### config.mk
export PLATFORM = sky130hd
export DESIGN_NAME = conv_acc_quant
export DESIGN_NICKNAME = d
export VERILOG_FILES = /design/src/rtl/conv_acc_quant_pkg.sv /design/src/rtl/conv_acc_quant_acc_out_fifo.sv /design/src/rtl/conv_acc_quant.sv
export SDC_FILE = /design/constraint.sdc
export NUM_CORES = 1
export LEC_CHECK = 0
export ABC_AREA = 0
export ABC_CLOCK_PERIOD_IN_PS = 17950
export CAP_MARGIN = 10
export CORE_ASPECT_RATIO = 1.75
export CORE_MARGIN = 1.5
export CORE_UTILIZATION = 35
export CTS_BUF_LIST = sky130_fd_sc_hd__clkbuf_4
export CTS_CLUSTER_DIAMETER = 150
export DETAILED_ROUTE_END_ITERATION = 8
export GPL_TIMING_DRIVEN = 0
export PLACE_DENSITY = 0.5
export SETUP_SLACK_MARGIN = 0.3
export SYNTH_ARGS = -nofsm -noshare
export SYNTH_HDL_FRONTEND = slang
export SYNTH_SLANG_ARGS = --single-unit
### constraint.sdc
create_clock -name clk -period 17.95 [get_ports clk]
set_input_delay 5.385 -clock clk [delete_from_list [all_inputs] [get_ports clk]]
set_output_delay 5.385 -clock clk [all_outputs]
set_load 0.01 [all_outputs]
### src/rtl/conv_acc_quant_pkg.sv
// conv_acc_quant_pkg
// Shared definitions for the conv accumulate/quantise output stage:
//   - frac_shift_w : width of the runtime right-shift control
//   - quant_w      : working width of the round/shift/saturate helper
//   - quant_t      : helper result (clamped value plus saturation flag)
//   - round_shift_sat() : round-half-up, arithmetic shift right, clamp
package conv_acc_quant_pkg;

    localparam int unsigned FRAC_SHIFT_W = 6;

    // Accumulator values are sign-extended to this width before quantising,
    // so any acc_width up to 63 is handled by the one helper.
    localparam int unsigned QUANT_W = 64;

    typedef struct packed {
        logic                      sat;
        logic signed [QUANT_W-1:0] data;
    } quant_t;

    // Rounds half up by 2^(shift-1), shifts right arithmetically and clamps
    // into a signed out_w-bit range. One guard bit above the sign-extended
    // input keeps the rounding add from overflowing.
    function automatic quant_t round_shift_sat(
        input logic signed [QUANT_W-1:0]      acc,
        input logic        [FRAC_SHIFT_W-1:0] shift,
        input int unsigned                    out_w
    );
        logic signed [QUANT_W:0] one;
        logic signed [QUANT_W:0] wide;
        logic signed [QUANT_W:0] rnd;
        logic signed [QUANT_W:0] shifted;
        logic signed [QUANT_W:0] max_v;
        logic signed [QUANT_W:0] min_v;
        quant_t                  res;

        one     = {{QUANT_W{1'b0}}, 1'b1};
        wide    = {acc[QUANT_W-1], acc};
        rnd     = (shift != '0) ? (one <<< (shift - 6'd1)) : '0;
        shifted = (wide + rnd) >>> shift;
        max_v   = (one <<< (out_w - 1)) - one;
        min_v   = -max_v - one;

        if (shifted > max_v) begin
            res.sat  = 1'b1;
            res.data = max_v[QUANT_W-1:0];
        end else if (shifted < min_v) begin
            res.sat  = 1'b1;
            res.data = min_v[QUANT_W-1:0];
        end else begin
            res.sat  = 1'b0;
            res.data = shifted[QUANT_W-1:0];
        end
        return res;
    endfunction

endpackage

### src/rtl/conv_acc_quant_acc_out_fifo.sv
// acc_out_fifo
// Synchronous first-word-fall-through FIFO used as the result buffer of conv
// output stages. The head entry is always visible on rd_data while rd_valid.
// Ports:
//   clk, rst       : clock, asynchronous active-high reset (empties FIFO)
//   wr_en, wr_data : push; caller guarantees space unless popping this cycle
//   rd_valid       : FIFO not empty
//   rd_ready       : pop the head when rd_valid && rd_ready
//   rd_data        : head entry
//   count          : current number of stored entries
module acc_out_fifo
    import conv_acc_quant_pkg::*;
#(
    parameter int unsigned width = 17,
    parameter int unsigned depth = 4
) (
    input  logic                   clk,
    input  logic                   rst,
    input  logic                   wr_en,
    input  logic [width-1:0]       wr_data,
    output logic                   rd_valid,
    input  logic                   rd_ready,
    output logic [width-1:0]       rd_data,
    output logic [$clog2(depth):0] count
);

    localparam int unsigned AW = $clog2(depth);

    logic [width-1:0] mem_q [depth];
    logic [width-1:0] mem_d [depth];
    logic [AW-1:0]    wr_ptr_q, wr_ptr_d;
    logic [AW-1:0]    rd_ptr_q, rd_ptr_d;
    logic [AW:0]      count_q, count_d;
    logic             pop;

    assign rd_valid = (count_q != '0);
    assign rd_data  = mem_q[rd_ptr_q];
    assign count    = count_q;
    assign pop      = rd_valid && rd_ready;

    // A push into a full FIFO together with a pop overwrites the slot being
    // read; the head was already presented combinationally this cycle.
    always_comb begin
        mem_d    = mem_q;
        wr_ptr_d = wr_ptr_q;
        rd_ptr_d = rd_ptr_q;
        count_d  = count_q;
        if (wr_en) begin
            mem_d[wr_ptr_q] = wr_data;
            wr_ptr_d        = wr_ptr_q + 1'b1;
        end
        if (pop) begin
            rd_ptr_d = rd_ptr_q + 1'b1;
        end
        if (wr_en && !pop) begin
            count_d = count_q + 1'b1;
        end else if (!wr_en && pop) begin
            count_d = count_q - 1'b1;
        end
    end

    always_ff @(posedge clk or posedge rst) begin
        if (rst) begin
            mem_q    <= '{default: '0};
            wr_ptr_q <= '0;
            rd_ptr_q <= '0;
            count_q  <= '0;
        end else begin
            mem_q    <= mem_d;
            wr_ptr_q <= wr_ptr_d;
            rd_ptr_q <= rd_ptr_d;
            count_q  <= count_d;
        end
    end

endmodule

### src/rtl/conv_acc_quant.sv
// conv_acc_quant
// Accumulates signed products over a kernel window (in_first..in_last),
// round/shift/saturates the window sum to out_width bits and buffers the
// result in a FWFT FIFO toward the feature-map writer.
// Ports:
//   clk, rst                       : clock, asynchronous active-high reset
//   frac_shift                     : right-shift amount, static while busy
//   in_valid/in_ready              : product beat handshake
//   in_prod, in_first, in_last     : signed product and group delimiters
//   out_valid/out_ready            : result handshake (FIFO head)
//   out_data, out_sat              : quantised result and its saturation flag
// Handshake: a transfer happens on any edge where valid && ready; valid
// holders keep their payload stable until that edge.
module conv_acc_quant
    import conv_acc_quant_pkg::*;
#(
    parameter int unsigned prod_width = 32,
    parameter int unsigned acc_width  = 40,
    parameter int unsigned out_width  = 16,
    parameter int unsigned fifo_depth = 4
) (
    input  logic                    clk,
    input  logic                    rst,
    input  logic [FRAC_SHIFT_W-1:0] frac_shift,
    input  logic                    in_valid,
    output logic                    in_ready,
    input  logic [prod_width-1:0]   in_prod,
    input  logic                    in_first,
    input  logic                    in_last,
    output logic                    out_valid,
    input  logic                    out_ready,
    output logic [out_width-1:0]    out_data,
    output logic                    out_sat
);

    localparam int unsigned CW = $clog2(fifo_depth);

    logic [acc_width-1:0] acc_q, acc_d;
    logic [acc_width-1:0] done_q, done_d;
    logic                 done_valid_q, done_valid_d;

    logic [acc_width-1:0] prod_sext;
    logic [acc_width-1:0] acc_next;
    logic                 accept;
    quant_t               quant_res;
    logic                 quant_unused;
    logic [out_width:0]   fifo_wdata;
    logic [out_width:0]   fifo_rdata;
    logic [CW:0]          fifo_count;
    logic [CW:0]          occupancy;

    assign prod_sext = acc_width'(signed'(in_prod));
    assign acc_next  = in_first ? prod_sext : (acc_q + prod_sext);

    // The pending done result counts against FIFO space, so whatever sits in
    // the done register always has a slot on the following edge.
    assign occupancy = fifo_count + {{CW{1'b0}}, done_valid_q};
    assign in_ready  = (occupancy < (CW+1)'(fifo_depth));
    assign accept    = in_valid && in_ready;

    always_comb begin
        acc_d        = acc_q;
        done_d       = done_q;
        done_valid_d = 1'b0;
        if (accept) begin
            if (in_last) begin
                done_d       = acc_next;
                done_valid_d = 1'b1;
                acc_d        = '0;
            end else begin
                acc_d = acc_next;
            end
        end
    end

    always_ff @(posedge clk or posedge rst) begin
        if (rst) begin
            acc_q        <= '0;
            done_q       <= '0;
            done_valid_q <= 1'b0;
        end else begin
            acc_q        <= acc_d;
            done_q       <= done_d;
            done_valid_q <= done_valid_d;
        end
    end

    assign quant_res = round_shift_sat(QUANT_W'(signed'(done_q)), frac_shift,
                                       out_width);
    // After clamping the bits above out_width are only sign copies.
    assign quant_unused = ^quant_res.data[QUANT_W-1:out_width];
    assign fifo_wdata   = {quant_res.sat, quant_res.data[out_width-1:0]};

    acc_out_fifo #(
        .width (out_width + 1),
        .depth (fifo_depth)
    ) u_fifo (
        .clk      (clk),
        .rst      (rst),
        .wr_en    (done_valid_q),
        .wr_data  (fifo_wdata),
        .rd_valid (out_valid),
        .rd_ready (out_ready),
        .rd_data  (fifo_rdata),
        .count    (fifo_count)
    );

    assign out_sat  = fifo_rdata[out_width];
    assign out_data = fifo_rdata[out_width-1:0];

endmodule

* Yosys cells after proc, flatten, opt, wreduce, memory -nomap -nowiden
Cells that the tools add are included.
** Word-level totals
- Register bits :: 156
** Cells by class
- Bitwise operators :: 2
- Add/subtract/negate cells :: 8
- Reductions and logical operators :: 11
- $lt $le $gt $ge :: 6
- Shift-type cells :: 2
- Muxes and demuxes :: 15
** Operators with widths (count)
- 2-to-1 mux 65 bit :: 3
- 2-to-1 mux 40 bit :: 2
- bitwise mux 68 bit :: 1
- adder 40 x 65 -> 65 bit :: 1
- greater-than comparator 65 x 16 -> 1 bit, second input constant :: 1
- less-than comparator 65 x 16 -> 1 bit, second input constant :: 1
- <<< shifter 1 x 6 -> 65 bit, first input constant :: 1
- >>> shifter 65 x 6 -> 65 bit :: 1
- 2-to-1 mux 17 bit :: 3
- adder 40 bit :: 1
- binary-select mux 17 bit (select 2 bit) :: 1
- demux 17 bit (select 2 bit) :: 1
- greater-or-equal comparator 3 bit, second input constant :: 2
- 2-to-1 mux 3 bit :: 2
- NOT 2 -> 3 bit :: 2
- nonzero test 6 bit :: 1
- subtractor 6 x 1 -> 6 bit, second input constant :: 1
- logical AND 1 bit :: 5
- adder 2 x 1 -> 2 bit, second input constant :: 2
- adder 3 x 1 -> 3 bit :: 1
- adder 3 x 1 -> 3 bit, second input constant :: 1
- less-than comparator 3 x 1 -> 1 bit, second input constant :: 1
- less-than comparator 3 bit, second input constant :: 1
- nonzero test 3 bit :: 1
- 5 further kinds :: 7

* Longest topological paths before layout
- Depth in word-level cells :: 9
- Depth in mapped cells :: 29
- Gate-level depth less buffers :: 23

* Hierarchy
Synthesis repeated with hierarchy kept, for this count alone.
** Second synthesis, totals
- Cells, all modules :: 2762
- Area, all modules :: 21300.4 um2
** Modules (own cells, without submodules)
- conv_acc_quant :: times used 1, area each 17717.0 um2, cells an instance 2566, sequential area each 2026.9 um2
- acc_out_fifo :: times used 1, area each 3583.4 um2, cells an instance 196, sequential area each 1876.8 um2

* Worst setup path before layout
Ideal clock, no wire load.
- Path kind :: input port to flip-flop
- From :: input port frac_shift[1]
- To :: register u_fifo.mem_q[54] in the netlist's numbering
- Path buffers :: 10
- Setup slack :: 5.818 ns
- Cell stages on the path :: 28
- Arrival time :: 11.985 ns
- Required time :: 17.803 ns
- Cell sequence :: clkbuf_1 > clkbuf_1 > clkbuf_1 > clkbuf_1 > clkbuf_1 > buf_1 > buf_1 > nor3_1 > ha_1 > buf_2 > a41oi_1 > o21ai_0 > and3_1 > a32o_1 > a41oi_1 > mux2_2 > and2_1 > buf_2 > mux2_2 > a211oi_2 > a221oi_1 > or3_1 > o41ai_2 > nand3_1 > or4_4 > o21ai_4 > buf_4 > a311oi_1
** Between the ends
- Longest elaborated chain between the ends :: 9
- Elaborated cells on any way between the ends :: 11
- Those cells by class :: add/sub: 2; order compare: 2; shift: 2; mux: 4; reduce/logical: 1
** RTL lines
- from (decl) :: line conv_acc_quant.sv:24 : input logic [FRAC_SHIFT_W-1:0] frac_shift,
- subtractor 6 x 1 -> 6 bit :: line conv_acc_quant_pkg.sv:38 : rnd = (shift != '0) ? (one <<< (shift - 6'd1)) : '0;
- <<< shifter 1 x 6 -> 65 bit :: line conv_acc_quant_pkg.sv:38
- 2-to-1 mux 65 bit :: line conv_acc_quant_pkg.sv:38
- adder 40 x 65 -> 65 bit :: line conv_acc_quant_pkg.sv:39 : shifted = (wide + rnd) >>> shift;
- >>> shifter 65 x 6 -> 65 bit (*) :: line conv_acc_quant_pkg.sv:39
- less-than comparator 65 x 16 -> 1 bit :: line conv_acc_quant_pkg.sv:46 : end else if (shifted < min_v) begin
- 2-to-1 mux 65 bit :: line conv_acc_quant_pkg.sv:46
- 2-to-1 mux 65 bit (*) :: line conv_acc_quant_pkg.sv:43 : if (shifted > max_v) begin
- bitwise mux 68 bit (*) :: line conv_acc_quant_acc_out_fifo.sv:49 : mem_d[wr_ptr_q] = wr_data;
- to (signal assigned) :: line conv_acc_quant_acc_out_fifo.sv:69 : mem_q <= mem_d;
- to (decl) :: line conv_acc_quant_acc_out_fifo.sv:29 : logic [width-1:0] mem_q [depth];
Every way passes the cells marked *; elsewhere a longest branch is shown, timed or not.
A chain may end at the register's enable or synchronous reset.

* Final worst setup path
- From :: input port frac_shift[1]
- To :: register u_fifo.mem_q[16] in the netlist's numbering
Same word-level chain as after synthesis.

==> results.toml <==
[clocking]
clockRootBuffer = "clkbuf_4"
clk_transition_reported_paths_ns = 0.17
ctsHoldBuffers = 0
cts_buffer_depth = 2
cts.htree.levels = 4
clock_insertion_delay_worst_skew_ns = 0.77
numClockSinks = 156
number_of_buffers_added_by_the_clock_tree_synthesis_step = 17
clock_tree_from_tritoncts = "done"

[synth]
postSynthNetCount = 2946
synth.top_cells.by_area = "dfrtp_1 19%, nor2_1 6.9%, ha_1 6.5%"
ys.flop_type = "dfrtp_1"
yosys_warnings = 0
postSynthAreaPerCell_sq_um = 7.41
ys_seq_elements = 156
postSynthCellCount = 2791
synth-edff-count = 0
synth_cell_type_count = 98
seq_total_area_yosys_pct = 18.9
ys_async_sr_fraction_pct = 100
synth.cell_area_sq_um = 20700
post-synth-top-area-fraction_pct = 18.9
yosysTopAreaCell = "dfrtp_1"

[cells_and_area]
drive_above_1_share_pct = 7.70
layoutNonFillerInstCount = 3689
area.growth.synth_to_final_pct = 10.3
total_number_of_nets_in_the_final_design = 3037

[die]
fp.dieW_um = 187
num_io_pins = 63
floorplan.die_area_sq_um = 60600
floorplan.initialDensity_pct = 35.5
core_sq_um = 58300
die_height_um = 325
rows = 117

[placement]
gp_routability_congestion = 1.09
post-place-cells = 3625
numPortBuffers = 57
pre_cts_slack_ns = 0.325
hpwl_um = 102000

[worst_setup_path]
ff2ff_setup_slack_ns = 8.59
critPathRequiredTime_ns = 18.58
path_max_fanout = 11
timing_worst_setup_path_type = "input port to register"
start_kind = "input port"
critical_path.endpoint_type = "register"
worst_ep_arrival_time_ns = 18.07

[power_and_ir_drop]
power.density_cell_area_nw_per_um2 = 134
static-leakage-power_uw = 0.00876
vdd_ir_drop_max_v = 0.0000698

[grt]
grt_pass1_vias = 24763
grt_max_degree = 102
track_usage_pct = 43.1
first_pass_grt_wire_length_um = 186000
initial_antenna_violation_count = 24
globalRoute.totalOverflow = 0

[route]
post_dr_wirelength_cell_um = 35.3
detailedRoute.firstIterationViolations = 2816
firstDrtPassIters = 8
number_of_vias_in_the_routed_layout = 25332
vias_per_cell = 6.87
route.detailed.drc = 0
final_antenna_net_count = 0
route.final.wire_length_um = 130000

[sta]
grt_setup_unrepaired = "false"
final_critical_path_setup_slack_ns = 0.510
timing_hold_violations_final = 0
report.final.slew_viol_count = 0
max_clock_freq_mhz = 57.3
fin_tns_setup_ns = 0
layout_worst_path_cycle_share_pct = 97.2
worstMarginPinSlew_ns = 1.45
slew-limit-headroom_pct = 3.21
finalCriticalPeriod_ns = 17.44
timing.final.setup_violations = 0
worst_clock_skew_on_the_final_layout_ns = 0.0495

[flow_run]
maxCapViolations = 0

[hold_path]
hold_class = "register to register"

[run_status]
outcome = "completed"
## state kept, by name, indices dropped and copies added (netlist names)
signal           count
u_fifo.rd_ptr_q      2
u_fifo.count         3
u_fifo.mem_q        68
acc_q               40
done_valid_q         1
done_q              40
u_fifo.wr_ptr_q      2
## cell type report
cell class	count	area, sq um
Tap cell	773	967
Multi-Input combinational cell	2413	15900
Sequential cell	156	3900
Antenna cell	21	52.6
Buffer	191	782
Inverter	31	124
Clock inverter	14	154
Timing Repair Buffer	72	757
Fill cell	6349	35500
Clock buffer	18	135
## where the power goes
| part | switching [uW] | internal, uW | total [uW] |
|---|---|---|---|
| Combinational | 1440 | 746 | 2190 |
| Sequential | 111 | 496 | 607 |
| Clock | 174 | 76.0 | 250 |
## cell families (layout without fill, tap and decap cells)
family / after synthesis / after routing / synth area share [%]
AND/OR/NAND/NOR: 1087 / 1087 / 24.2
AO/OA/AOI/OAI: 991 / 991 / 33.4
buffers and inverters: 222 / 326 / 4.33
flip-flops: 156 / 156 / 18.9
multiplexers: 143 / 143 / 8.89
adder cells (fa/ha/maj): 111 / 111 / 6.83
XOR/XNOR: 80 / 80 / 3.43
other: 1 / 22 / 0.0181
## metrics by stage
stage	total power [uW]	instance area (sq um)	hold slack [ns]	utilization, %
after floorplan	1920	20700	0.443	-
after global routing	3210	22800	0.535	39.1
after global placement	2640	22200	0.462	38.1
after detailed placement	2670	22300	0.470	38.3
final	3050	22800	0.503	39.1
after CTS	2920	22600	0.506	38.8
## placed cells by master (no fill, tap or decap), types with 26 or more instances in the layout
master | synthesis | routed
o31ai_1 | 28 | 27
mux2i_1 | 70 | 70
nand3_1 | 50 | 50
and3_1 | 26 | 26
clkbuf_1 | 125 | 122
dfrtp_1 | 156 | 156
mux4_2 | 28 | 28
nor2_1 | 381 | 379
buf_2 | 30 | 30
xnor2_1 | 41 | 41
a211oi_1 | 112 | 111
mux2_2 | 45 | 45
inv_1 | 27 | 26
a31oi_1 | 31 | 31
buf_1 | 29 | 29
a22o_1 | 29 | 29
nor3_1 | 105 | 103
o21a_1 | 38 | 38
o21ai_0 | 164 | 163
clkdlybuf4s50_1 | 0 | 57
nand4_1 | 63 | 63
ha_1 | 108 | 108
nand2_1 | 305 | 305
xor2_1 | 38 | 38
a21oi_1 | 198 | 198
o211ai_1 | 33 | 33
o22ai_1 | 29 | 29
a21o_1 | 59 | 59
## critical path: stages
cell and delay (ns):
clkbuf_1 0.46, clkbuf_1 0.55, clkbuf_1 0.80, clkbuf_1 0.88
clkbuf_1 0.79, buf_1 0.45, buf_1 0.84, nor3_1 0.15
ha_1 0.38, clkbuf_1 0.39, nand4_1 0.43, nor4_1 0.92
a211oi_1 0.15, a211o_1 0.36, a221oi_1 0.89, o31ai_1 0.55
mux2_2 0.47, mux2i_1 0.45, nand2_1 0.11, a211oi_1 0.98
nand3_1 0.16, or4_4 0.62, nor3_2 0.71, o31ai_1 0.13
## layer usage
metal  wire, um  track usage [%]
met3      11100             17.0
met2      62300             70.5
met4      15900             45.4
met1      40800             39.5
met5        100                0
## worst paths after layout
kind | cells past startpoint | to | from
worst min register to register | 2 | u_fifo.mem_q[33] | u_fifo.mem_q[33]
min in group asynchronous | 2 | u_fifo.mem_q[12] | rst
worst min-delay path | 2 | u_fifo.mem_q[33] | u_fifo.mem_q[33]
max in group asynchronous | 3 | done_q[15] | rst
worst max-delay path | 24 | u_fifo.mem_q[16] | frac_shift[1]
worst max register to register | 19 | u_fifo.mem_q[44] | done_q[39]
## repair_timing
item | CTS | global route
setup endpoints to repair | 0 | 4
resized for setup | 0 | 1
buffers inserted | 0 | 0
## synth_stat cells (21+ instances only)
cell type	number
mux2i_1	70
xor2_1	38
o211ai_1	33
a211o_1	21
nand4_1	63
clkbuf_1	125
nor2_1	381
nand2_1	305
xnor2_1	41
o31ai_1	28
o21ai_0	164
ha_1	108
or3_1	25
and3_1	26
a21oi_1	198
a31oi_1	31
buf_2	30
a22o_1	29
inv_1	27
dfrtp_1	156
mux2_2	45
o21a_1	38
o22ai_1	29
and2_1	22
a21o_1	59
nor3_1	105
nand3_1	50
a211oi_1	112
buf_1	29
mux4_2	28
a221oi_1	21
No activity file was read; power rests on OpenSTA's default activity.
